<file path="config.mk">
export PLATFORM = sky130hd
export DESIGN_NAME = console_writer
export DESIGN_NICKNAME = d
export VERILOG_FILES = /design/src/rtl/console_pkg.sv /design/src/rtl/console_writer.sv
export SDC_FILE = /design/constraint.sdc
export NUM_CORES = 1
export LEC_CHECK = 0
export CELL_PAD_IN_SITES_DETAIL_PLACEMENT = 1
export CELL_PAD_IN_SITES_GLOBAL_PLACEMENT = 1
export CORE_MARGIN = 2
export CORE_UTILIZATION = 40
export DETAILED_ROUTE_END_ITERATION = 10
export PLACE_DENSITY_LB_ADDON = 0.05
export SETUP_SLACK_MARGIN = 0.2
export SLEW_MARGIN = 20
export SYNTH_ARGS = -nofsm -noshare
export SYNTH_HDL_FRONTEND = slang
export SYNTH_SLANG_ARGS = --single-unit
export TNS_END_PERCENT = 10
</file>
<file path="constraint.sdc">
create_clock -name clk -period 3 [get_ports clk]
set_input_delay 0.6 -clock clk [delete_from_list [all_inputs] [get_ports clk]]
set_output_delay 0.6 -clock clk [all_outputs]
set_load 0.02 [all_outputs]
</file>
<file path="src/rtl/console_pkg.sv">
// Shared definitions for the text console: default screen geometry,
// control-code byte values and the write-side state encoding.
// The console driver (VGA scan side) pulls DEF_COLS/DEF_ROWS from here
// so both sides agree on the character memory layout.
package console_pkg;

  // Default screen geometry (characters).
  localparam int DEF_COLS = 80;
  localparam int DEF_ROWS = 30;

  // Control codes interpreted by the writer.
  localparam logic [7:0] CH_BS    = 8'h08;
  localparam logic [7:0] CH_LF    = 8'h0A;
  localparam logic [7:0] CH_FF    = 8'h0C;
  localparam logic [7:0] CH_CR    = 8'h0D;
  localparam logic [7:0] CH_SPACE = 8'h20;

  typedef enum logic [1:0] {
    ST_IDLE       = 2'd0,
    ST_WRITE      = 2'd1,
    ST_CLEAR_LINE = 2'd2,
    ST_CLEAR_ALL  = 2'd3
  } state_t;

  // Printable ASCII range: space through tilde.
  function automatic logic is_printable(input logic [7:0] b);
    return (b >= 8'h20) && (b <= 8'h7E);
  endfunction

endpackage

</file>
<file path="src/rtl/console_writer.sv">
// console_writer: write-side controller for the console character memory.
// Accepts bytes over a valid/ready handshake, renders printable characters,
// handles BS/LF/CR/FF, and sequences one-write-per-cycle fills for line and
// screen clears. Every output is a register.
//
// Ports:
//   clk       system clock, also the memory write-port clock
//   rst       synchronous active-high reset (restarts a full screen clear)
//   in_data   byte to render, sampled only when accepted
//   in_valid  in_data is valid
//   in_ready  high while idle; a byte is accepted on in_valid && in_ready
//   mem_addr  write address (16-bit, truncating)
//   mem_data  write data
//   mem_we    write strobe, one write per cycle while high
//   cursor_x  current column
//   cursor_y  current row
//   busy      high whenever the controller is not idle
module console_writer
  import console_pkg::*;
#(
  parameter int          COLS = DEF_COLS,
  parameter int          ROWS = DEF_ROWS,
  parameter logic [15:0] BASE = 16'h0000
) (
  input  logic        clk,
  input  logic        rst,
  input  logic [7:0]  in_data,
  input  logic        in_valid,
  output logic        in_ready,
  output logic [15:0] mem_addr,
  output logic [7:0]  mem_data,
  output logic        mem_we,
  output logic [6:0]  cursor_x,
  output logic [5:0]  cursor_y,
  output logic        busy
);

  localparam logic [15:0] COLS_W   = 16'(COLS);
  localparam logic [15:0] FILL_ALL = 16'(ROWS * COLS);
  localparam logic [6:0]  LAST_COL = 7'(COLS - 1);
  localparam logic [5:0]  LAST_ROW = 6'(ROWS - 1);

  state_t      state, state_nxt;
  logic [6:0]  x_nxt;
  logic [5:0]  y_nxt;
  logic [15:0] linebase, lb_nxt;
  // Number of fill writes already issued in the current clear.
  logic [15:0] fill_cnt, fill_nxt;
  // A printable at the last column must follow its write with a line clear.
  logic        wrap_pend, wrap_nxt;

  logic        we_nxt;
  logic [15:0] addr_nxt;
  logic [7:0]  data_nxt;

  logic        accept;
  logic        at_last_row;
  logic [5:0]  y_adv;
  logic [15:0] lb_adv;
  logic [15:0] cur_addr;

  assign accept      = in_valid && in_ready;
  assign at_last_row = (cursor_y == LAST_ROW);
  // Row advance without scrolling: wrap to row 0 and reload the base.
  assign y_adv       = at_last_row ? 6'd0 : cursor_y + 6'd1;
  assign lb_adv      = at_last_row ? BASE : linebase + COLS_W;
  assign cur_addr    = linebase + {9'd0, cursor_x};

  // State register
  always_ff @(posedge clk) begin
    if (rst) begin
      state <= ST_CLEAR_ALL;
    end else begin
      state <= state_nxt;
    end
  end

  // Next-state and cursor/fill bookkeeping
  always_comb begin
    state_nxt = state;
    x_nxt     = cursor_x;
    y_nxt     = cursor_y;
    lb_nxt    = linebase;
    fill_nxt  = fill_cnt;
    wrap_nxt  = wrap_pend;
    case (state)
      ST_IDLE: begin
        if (accept) begin
          if (is_printable(in_data)) begin
            state_nxt = ST_WRITE;
            if (cursor_x == LAST_COL) begin
              x_nxt    = 7'd0;
              y_nxt    = y_adv;
              lb_nxt   = lb_adv;
              wrap_nxt = 1'b1;
            end else begin
              x_nxt    = cursor_x + 7'd1;
              wrap_nxt = 1'b0;
            end
          end else begin
            case (in_data)
              CH_LF: begin
                // First blanking write goes out with the accept itself.
                x_nxt     = 7'd0;
                y_nxt     = y_adv;
                lb_nxt    = lb_adv;
                fill_nxt  = 16'd1;
                state_nxt = ST_CLEAR_LINE;
              end
              CH_CR: begin
                x_nxt = 7'd0;
              end
              CH_BS: begin
                if (cursor_x != 7'd0) begin
                  x_nxt     = cursor_x - 7'd1;
                  wrap_nxt  = 1'b0;
                  state_nxt = ST_WRITE;
                end
              end
              CH_FF: begin
                x_nxt     = 7'd0;
                y_nxt     = 6'd0;
                lb_nxt    = BASE;
                fill_nxt  = 16'd1;
                state_nxt = ST_CLEAR_ALL;
              end
              default: ;
            endcase
          end
        end
      end
      ST_WRITE: begin
        if (wrap_pend) begin
          fill_nxt  = 16'd1;
          wrap_nxt  = 1'b0;
          state_nxt = ST_CLEAR_LINE;
        end else begin
          state_nxt = ST_IDLE;
        end
      end
      ST_CLEAR_LINE: begin
        if (fill_cnt < COLS_W) fill_nxt = fill_cnt + 16'd1;
        else                   state_nxt = ST_IDLE;
      end
      ST_CLEAR_ALL: begin
        if (fill_cnt < FILL_ALL) fill_nxt = fill_cnt + 16'd1;
        else                     state_nxt = ST_IDLE;
      end
      default: state_nxt = ST_IDLE;
    endcase
  end

  // Write-port values for the next cycle
  always_comb begin
    we_nxt   = 1'b0;
    addr_nxt = mem_addr;
    data_nxt = mem_data;
    case (state)
      ST_IDLE: begin
        if (accept) begin
          if (is_printable(in_data)) begin
            we_nxt   = 1'b1;
            addr_nxt = cur_addr;
            data_nxt = in_data;
          end else begin
            case (in_data)
              CH_LF: begin
                we_nxt   = 1'b1;
                addr_nxt = lb_adv;
                data_nxt = CH_SPACE;
              end
              CH_BS: begin
                if (cursor_x != 7'd0) begin
                  we_nxt   = 1'b1;
                  addr_nxt = cur_addr - 16'd1;
                  data_nxt = CH_SPACE;
                end
              end
              CH_FF: begin
                we_nxt   = 1'b1;
                addr_nxt = BASE;
                data_nxt = CH_SPACE;
              end
              default: ;
            endcase
          end
        end
      end
      ST_WRITE: begin
        // linebase already points at the new row here.
        if (wrap_pend) begin
          we_nxt   = 1'b1;
          addr_nxt = linebase;
          data_nxt = CH_SPACE;
        end
      end
      ST_CLEAR_LINE: begin
        if (fill_cnt < COLS_W) begin
          we_nxt   = 1'b1;
          addr_nxt = linebase + fill_cnt;
          data_nxt = CH_SPACE;
        end
      end
      ST_CLEAR_ALL: begin
        if (fill_cnt < FILL_ALL) begin
          we_nxt   = 1'b1;
          addr_nxt = BASE + fill_cnt;
          data_nxt = CH_SPACE;
        end
      end
      default: ;
    endcase
  end

  // Registered outputs and datapath state
  always_ff @(posedge clk) begin
    if (rst) begin
      cursor_x  <= 7'd0;
      cursor_y  <= 6'd0;
      linebase  <= BASE;
      fill_cnt  <= 16'd0;
      wrap_pend <= 1'b0;
      in_ready  <= 1'b0;
      busy      <= 1'b1;
      mem_we    <= 1'b0;
      mem_addr  <= BASE;
      mem_data  <= CH_SPACE;
    end else begin
      cursor_x  <= x_nxt;
      cursor_y  <= y_nxt;
      linebase  <= lb_nxt;
      fill_cnt  <= fill_nxt;
      wrap_pend <= wrap_nxt;
      in_ready  <= (state_nxt == ST_IDLE);
      busy      <= (state_nxt != ST_IDLE);
      mem_we    <= we_nxt;
      mem_addr  <= addr_nxt;
      mem_data  <= data_nxt;
    end
  end

endmodule
</file>
# After elaboration in Yosys (flattened, before gate mapping)

Cells that the tools add are included.

Output and inout bits: 40
Flip-flop bits (word level): 75
Bits of input ports: 11

Mux-type cells: 57
Add/subtract/negate cells: 8
$lt $le $gt $ge: 4
Reduce and logical (&&, ||, !) cells: 17
Eq/ne operators: 22

Operator list:

| cell                                                                            | number |
|---|---|
| 16-bit two-way mux                                                              | 15 |
| 16-bit one-hot mux with 4 select lines                                          | 2 |
| 8-bit two-way mux                                                               | 6 |
| 16-bit one-hot mux with 3 select lines                                          | 1 |
| 8-bit by 4-bit == test with 1-bit output (second input constant)                | 4 |
| 16-bit one-hot mux with 2 select lines                                          | 1 |
| 8-bit one-hot mux with 4 select lines                                           | 1 |
| 7-bit two-way mux                                                               | 3 |
| 6-bit two-way mux                                                               | 3 |
| 6-bit AND reduction                                                             | 3 |
| 16-bit by 1-bit adder with 16-bit output (second input constant)                | 1 |
| 16-bit adder                                                                    | 1 |
| 16-bit by 7-bit adder with 16-bit output                                        | 1 |
| 16-bit by 7-bit adder with 16-bit output (second input constant)                | 1 |
| 16-bit by 12-bit less-than comparator with 1-bit output (second input constant) | 1 |
| 16-bit by 7-bit less-than comparator with 1-bit output (second input constant)  | 1 |
| 8-bit one-hot mux with 2 select lines                                           | 1 |
| 16-bit by 1-bit subtractor with 16-bit output (second input constant)           | 1 |
| 7-bit one-hot mux with 2 select lines                                           | 1 |
| 2-bit two-way mux                                                               | 6 |
| 2-bit inequality test (second input constant)                                   | 6 |
| 6-bit one-hot mux with 2 select lines                                           | 1 |
| 4-bit AND reduction                                                             | 3 |
| 1-bit two-way mux                                                               | 11 |
| 26 further kinds                                                                | 33 |

# Logic depth before layout (Yosys ltp)

Word-level depth: 7
Depth in mapped cells: 12
Gate-level depth less buffers: 12

# Least setup slack after synthesis

Ideal clock, no wire load.

Kind: register to register
Start: reg cursor_x[0]
End: reg mem_addr[12]
Path buffers: 0
Path slack: -0.476 ns
Period minus slack after synthesis: 3.476 ns
Arrival: 3.385 ns
Stages on the path, launching flop included: 13
Path through: dfxtp_1 > ha_1 > inv_1 > fa_1 > and2b_1 > o221a_4 > o21ai_1 > a2111o_1 > o32a_4 > or4_4 > nor2_2 > a21oi_1 > a311oi_1

Longest elaborated chain between the ends: 7

RTL lines:

| what                                          | RTL line              | text |
|---|---|---|
| from (decl)                                   | console_writer.sv:33  | `output logic [6:0] cursor_x,` |
| from (signal assigned)                        | console_writer.sv:229 | `cursor_x <= x_nxt;` |
| 16-bit by 7-bit adder with 16-bit output      | console_writer.sv:67  | `assign cur_addr = linebase + {9'd0, cursor_x};` |
| 16-bit by 1-bit subtractor with 16-bit output | console_writer.sv:175 | `addr_nxt = cur_addr - 16'd1;` |
| 16-bit two-way mux                            | console_writer.sv:173 | `if (cursor_x != 7'd0) begin` |
| 16-bit one-hot mux with 3 select lines        | console_writer.sv:166 | `case (in_data)` |
| 16-bit two-way mux                            | console_writer.sv:161 | `if (is_printable(in_data)) begin` |
| 16-bit two-way mux                            | console_writer.sv:160 | `if (accept) begin` |
| 16-bit one-hot mux with 4 select lines        | console_writer.sv:158 | `case (state)` |
| to (signal assigned)                          | console_writer.sv:237 | `mem_addr <= addr_nxt;` |
| to (decl)                                     | console_writer.sv:30  | `output logic [15:0] mem_addr,` |

Several ways; a longest one is shown, not always the timed one. The select of a mux whose other input is x is not followed.
A chain may end at the register's enable or synchronous reset.

# Worst setup path in the final report

Start: reg cursor_x[0]
End: reg mem_addr[13]

The elaborated chain is that of the path after synthesis.

==> results.md <==
- Of the synthesized area, sequential elements account for 0.260.
- In the final design database the tool counted 945 nets.
- TritonCTS built the clock tree.
- The final reports fail on negative setup slack.
- The total overflow left after global routing is 0.
- The detailed-route wire length is approximately 24,000 µm.
- The area share of and/or/nand/nor cells after synthesis is 0.230.
- For this design the total switching power over the nets is 0.605 mW.
- For the pin with the worst max-slew slack, the measured transition is 0.582 ns.
- The final cell area excluding filler cells is 0.00804 mm².
- Summing all placed instances gives a cell area of 0.00743 mm².
- The element type at the critical path end is a register.
- Internal power comes to 1.73 mW.
- The die is 124 µm tall.
- The maximum fanout encountered on the critical timing path is 5.
- The routed wire length per instance is 22.2 µm.
- The root buffer cell is clkbuf_16.
- The beginning of the worst register-to-register path is cursor_x[0].
- Dividing the detail-routed via count by the number of cells gives between 6 and 7.
- Ranked by total cell area, the synthesized netlist is headed by dfxtp_1, nor2_1, ha_1.
- 51 I/O pins were placed.
- In this run the remaining antenna-violating nets after routing total 0.
- Entering global routing, the biggest net connects 26 pins.
- The average footprint of a synthesized cell is around 7.8 µm².
- The die covers 0.0154 mm².
- Counting every net in the synthesized netlist gives slightly below 800.
- The core region area is 0.0140 mm².
- The via count of the first global-routing pass is 6,822.
- The count of TritonRoute iterations in the first routing pass is 5.
- The fraction of the mapped netlist area in compound gates was 0.279.
- For the worst setup path, the data required time is around 3.2 ns.
- No sink is reached through more buffers than the 2 on the longest clock path.
- The most common cell in the synthesized netlist is nor2_1.
- The kind of start point of the critical path is a register.
- After layout, the minimum clock period comes to approximately 3.2 ns.
- Walking the worst path, the cells encountered are ha_4 -> inv_2 -> fa_2 -> and2b_2 -> o221a_4 -> o21ai_4 -> a2111o_1 -> o32a_4 -> buf_4 -> nor4_2 -> buf_4 -> mux2i_2 -> a311oi_1.
- Of the total synthesized cell area, the portion taken by full adders, half adders and majority gates is 0.0698.
- The worst setup path is of the register to register kind.
- In this design, the stage delay of the slowest critical-path cell is 0.39 ns.
- Among all flip-flop cells after synthesis, the most frequent one is dfxtp_1.
- Yosys mapped a number of flops with a built-in enable equal to 0.
- The number of setup violations in the final report is 8.
- The most area-hungry cell type in the Yosys netlist is dfxtp_1.
- Across every metal layer, demand over resource in global routing totals 0.323.
- The layout overhead on the synthesized area is 39.3%.
- The worst register-to-register path ends at mem_addr[13].
- The number of sinks driven by the clock tree is 75.
- Derived from the worst setup path, the maximum achievable clock frequency is 314 MHz.
- The number of vias after detailed routing is between 6,000 and 7,000.
- Ranked by instance count, the synthesized netlist is headed by nor2_1, dfxtp_1, a21oi_1, nand2_1, o21ai_0.
- The total of flip-flops plus latches after synthesis is 75.
- Setup repair after global routing could not meet its margin everywhere.
- The setup TNS after final layout is -0.871 ns.
- Clock tree synthesis inserted a total of 9 buffers.
- The H-tree was split into 3 levels.
- During placement, the flow inserted port buffers numbering 50.
- The number of slew-limit violations in the final report is 0.
- The worst setup skew after layout is 0.0101 ns.
- The cell count after synthesis is 739.
- The share of final-layout standard cells stronger than drive strength 1 is 0.265.
- By area, the combinational part of the netlist is dominated by compound AO/OA/AOI/OAI gates.
- Of the post-synthesis cell area, the dominant cell type holds 0.260.
- The first global-routing pass estimated roughly 38,000 µm of wire.
- The register clock-pin slew on the reported worst setup and hold paths is about 0.07 ns.
- The die is ~120 µm wide.
- The floorplan has 43 rows.
- The path with the worst hold slack has its endpoint at mem_data[6].
- Of the total power, the clock network draws 0.501.
- The Yosys step of the flow raised 0 warnings.
- The final weighted congestion in routability-driven placement is 0.899.
- Power spread over the standard cell area amounts to 291 mW/mm².
- After synthesis the cells add up to 0.00577 mm².
- At the worst endpoint, the arrival time is 3.40 ns.
- The first routing iteration left ~420 violations.
- Across the VDD grid, the largest voltage drop is 0.331 mV.
- The worst-case headroom to the max-slew limit is 0.612.
- The logic depth of the worst register-to-register path is 13.
- Synthesis instantiated 78 different standard cells from the library.
- Of the total synthesized cell area, the portion taken by XOR and XNOR cells is 0.0698.
- The portion of the clock cycle consumed by the worst path in the final layout is 1.06.
- The cell count of the worst hold path is 2.
- Max-cap violations in this run came to 0.
- The cell that appears most often on the critical path is buf_4.
- In this run, post-CTS hold repair placed 0 buffers.
- The share of total power dissipated in combinational logic is 0.069.
- The initial utilization of the core area, before any placement, comes to 0.412.
- The number of antenna violations at the first check in global routing came to 0.
- The flow ran to the end, but the final reports show violations.
- The portion of synthesized area spent on multiplexers is 0.0512.
- The path class of the lowest-slack min-delay path is register to register.
- The flop-to-flop setup slack is -0.19 ns.
- The post-synthesis async set-or-reset flop share is 0.
- Of the total power, registers draw 0.430.
- After detailed routing, the number of remaining DRC violations is 0.
- The hold violation count in the final report is 0.
- The cell type of the slowest stage on the worst timing path is a2111o_1.
- The setup slack of the critical path after layout is -0.186 ns.
- The number of antenna repair diodes is 0.
- Of the total power, the share spent switching nets is 0.259.
- The startpoint of the worst hold path is mem_data[6].
- The filler cells instantiated in the layout total between 1,500 and 2,000.
- The wire-length estimate of the detail-placed layout is 18,300 µm.
- The later pin in the worst-skew pair is clocked with a latency of 0.36 ns.
- The cell leakage power is 3.53 nW.
-- area by class of cell --
| class | count | area (µm²) | area share |
|---|---|---|---|
| Sequential cell | 75 | 1510 | 0.188 |
| Tap cell | 180 | 225 | 0.0280 |
| Clock inverter | 7 | 83.8 | 0.0104 |
| Clock buffer | 9 | 225 | 0.0280 |
| Inverter | 18 | 67.6 | 0.00841 |
| Multi-Input combinational cell | 605 | 4270 | 0.531 |
| Timing Repair Buffer | 194 | 1650 | 0.206 |
-- worst max-delay path: cells and delay by family (launching register included) --
kind / cells / cell delay, ns
AOI/OAI and AO/OA: 5 / 1.10
buffers and inverters: 3 / 0.35
and+or+nand+nor: 2 / 0.54
DFF: 1 / 0.36
adders and majority gates: 2 / 0.46
muxes: 1 / 0.24
-- through the flow --
step	hold slack (ns)	util	power, mW	setup slack [ns]	instances
2_1_floorplan	0.441	-	1.10	-0.0389	739
3_3_place_gp	0.442	0.531	1.18	-0.243	1063
3_5_place_dp	0.451	0.531	1.18	-0.344	1063
4_1_cts	0.462	0.568	2.35	-0.105	1086
5_1_grt	0.476	0.575	2.40	-0.313	1088
6_report	0.458	0.575	2.34	-0.186	1088
-- registers in the layout, indices dropped and copies added (netlist names) --
register	count
mem_addr	16
state	2
busy	1
mem_we	1
mem_data	8
wrap_pend	1
cursor_y	6
cursor_x	7
fill_cnt	16
linebase	16
in_ready	1
-- how the worst max path moves through the flow --
stage,startpoint,cells past startpoint,slack (ns),to
2_1_floorplan,cursor_x[0],12,-0.04,mem_addr[15]
3_3_place_gp,in_data[5],8,-0.24,cursor_y[5]
3_5_place_dp,in_data[5],10,-0.34,mem_addr[14]
4_1_cts,cursor_x[0],13,-0.11,mem_addr[15]
5_1_grt,cursor_x[0],13,-0.31,mem_addr[15]
6_report,cursor_x[0],13,-0.19,mem_addr[13]
-- what timing repair did --
action                     4_1_cts  5_1_grt
gates resized for setup         31       19
setup endpoints to repair       54       40
pin swaps                       16       12
buffers inserted                 7        2
-- cells by family after synthesis --
| kind of cell | after synthesis |
|---|---|
| AO/OA/AOI/OAI | 230 |
| XOR/XNOR | 46 |
| adder cells (fa/ha/maj) | 31 |
| buffers and inverters | 59 |
| flip-flops | 75 |
| multiplexers | 25 |
| AND/OR/NAND/NOR | 273 |
-- per-layer routing --
| metal | vias up | track usage | share of wire |
|---|---|---|---|
| met5 | - | 0 | 0 |
| met4 | 0 | 0.147 | 0.042 |
| met3 | 59 | 0.0522 | 0.048 |
| met2 | 188 | 0.532 | 0.47 |
| met1 | 3251 | 0.415 | 0.44 |
| li1 | 3059 | - | - |
-- power groups by stage --
stage          Sequential (mW)  Combinational [mW]  Clock [mW]
3_5_place_dp              1.03               0.155           0
6_report                  1.01               0.162        1.17
5_1_grt                   1.01               0.175        1.22
3_3_place_gp              1.03               0.151           0
4_1_cts                   1.01               0.159        1.19
2_1_floorplan             1.03              0.0697           0
-- layout by cell type, fill, tap and decap left out, drive strengths merged, types with 11 or more instances in the layout --
cell type	n
mux2i	16
nor2	100
inv	21
clkdlybuf4s50	49
and3	12
ha	29
a21o	16
a211oi	12
xor2	26
nand2	53
xnor2	20
dfxtp	75
buf	145
nand3	27
a21oi	64
o211ai	11
nor3	16
o21ai	43
Note: power is estimated with default switching activity, not from simulation.
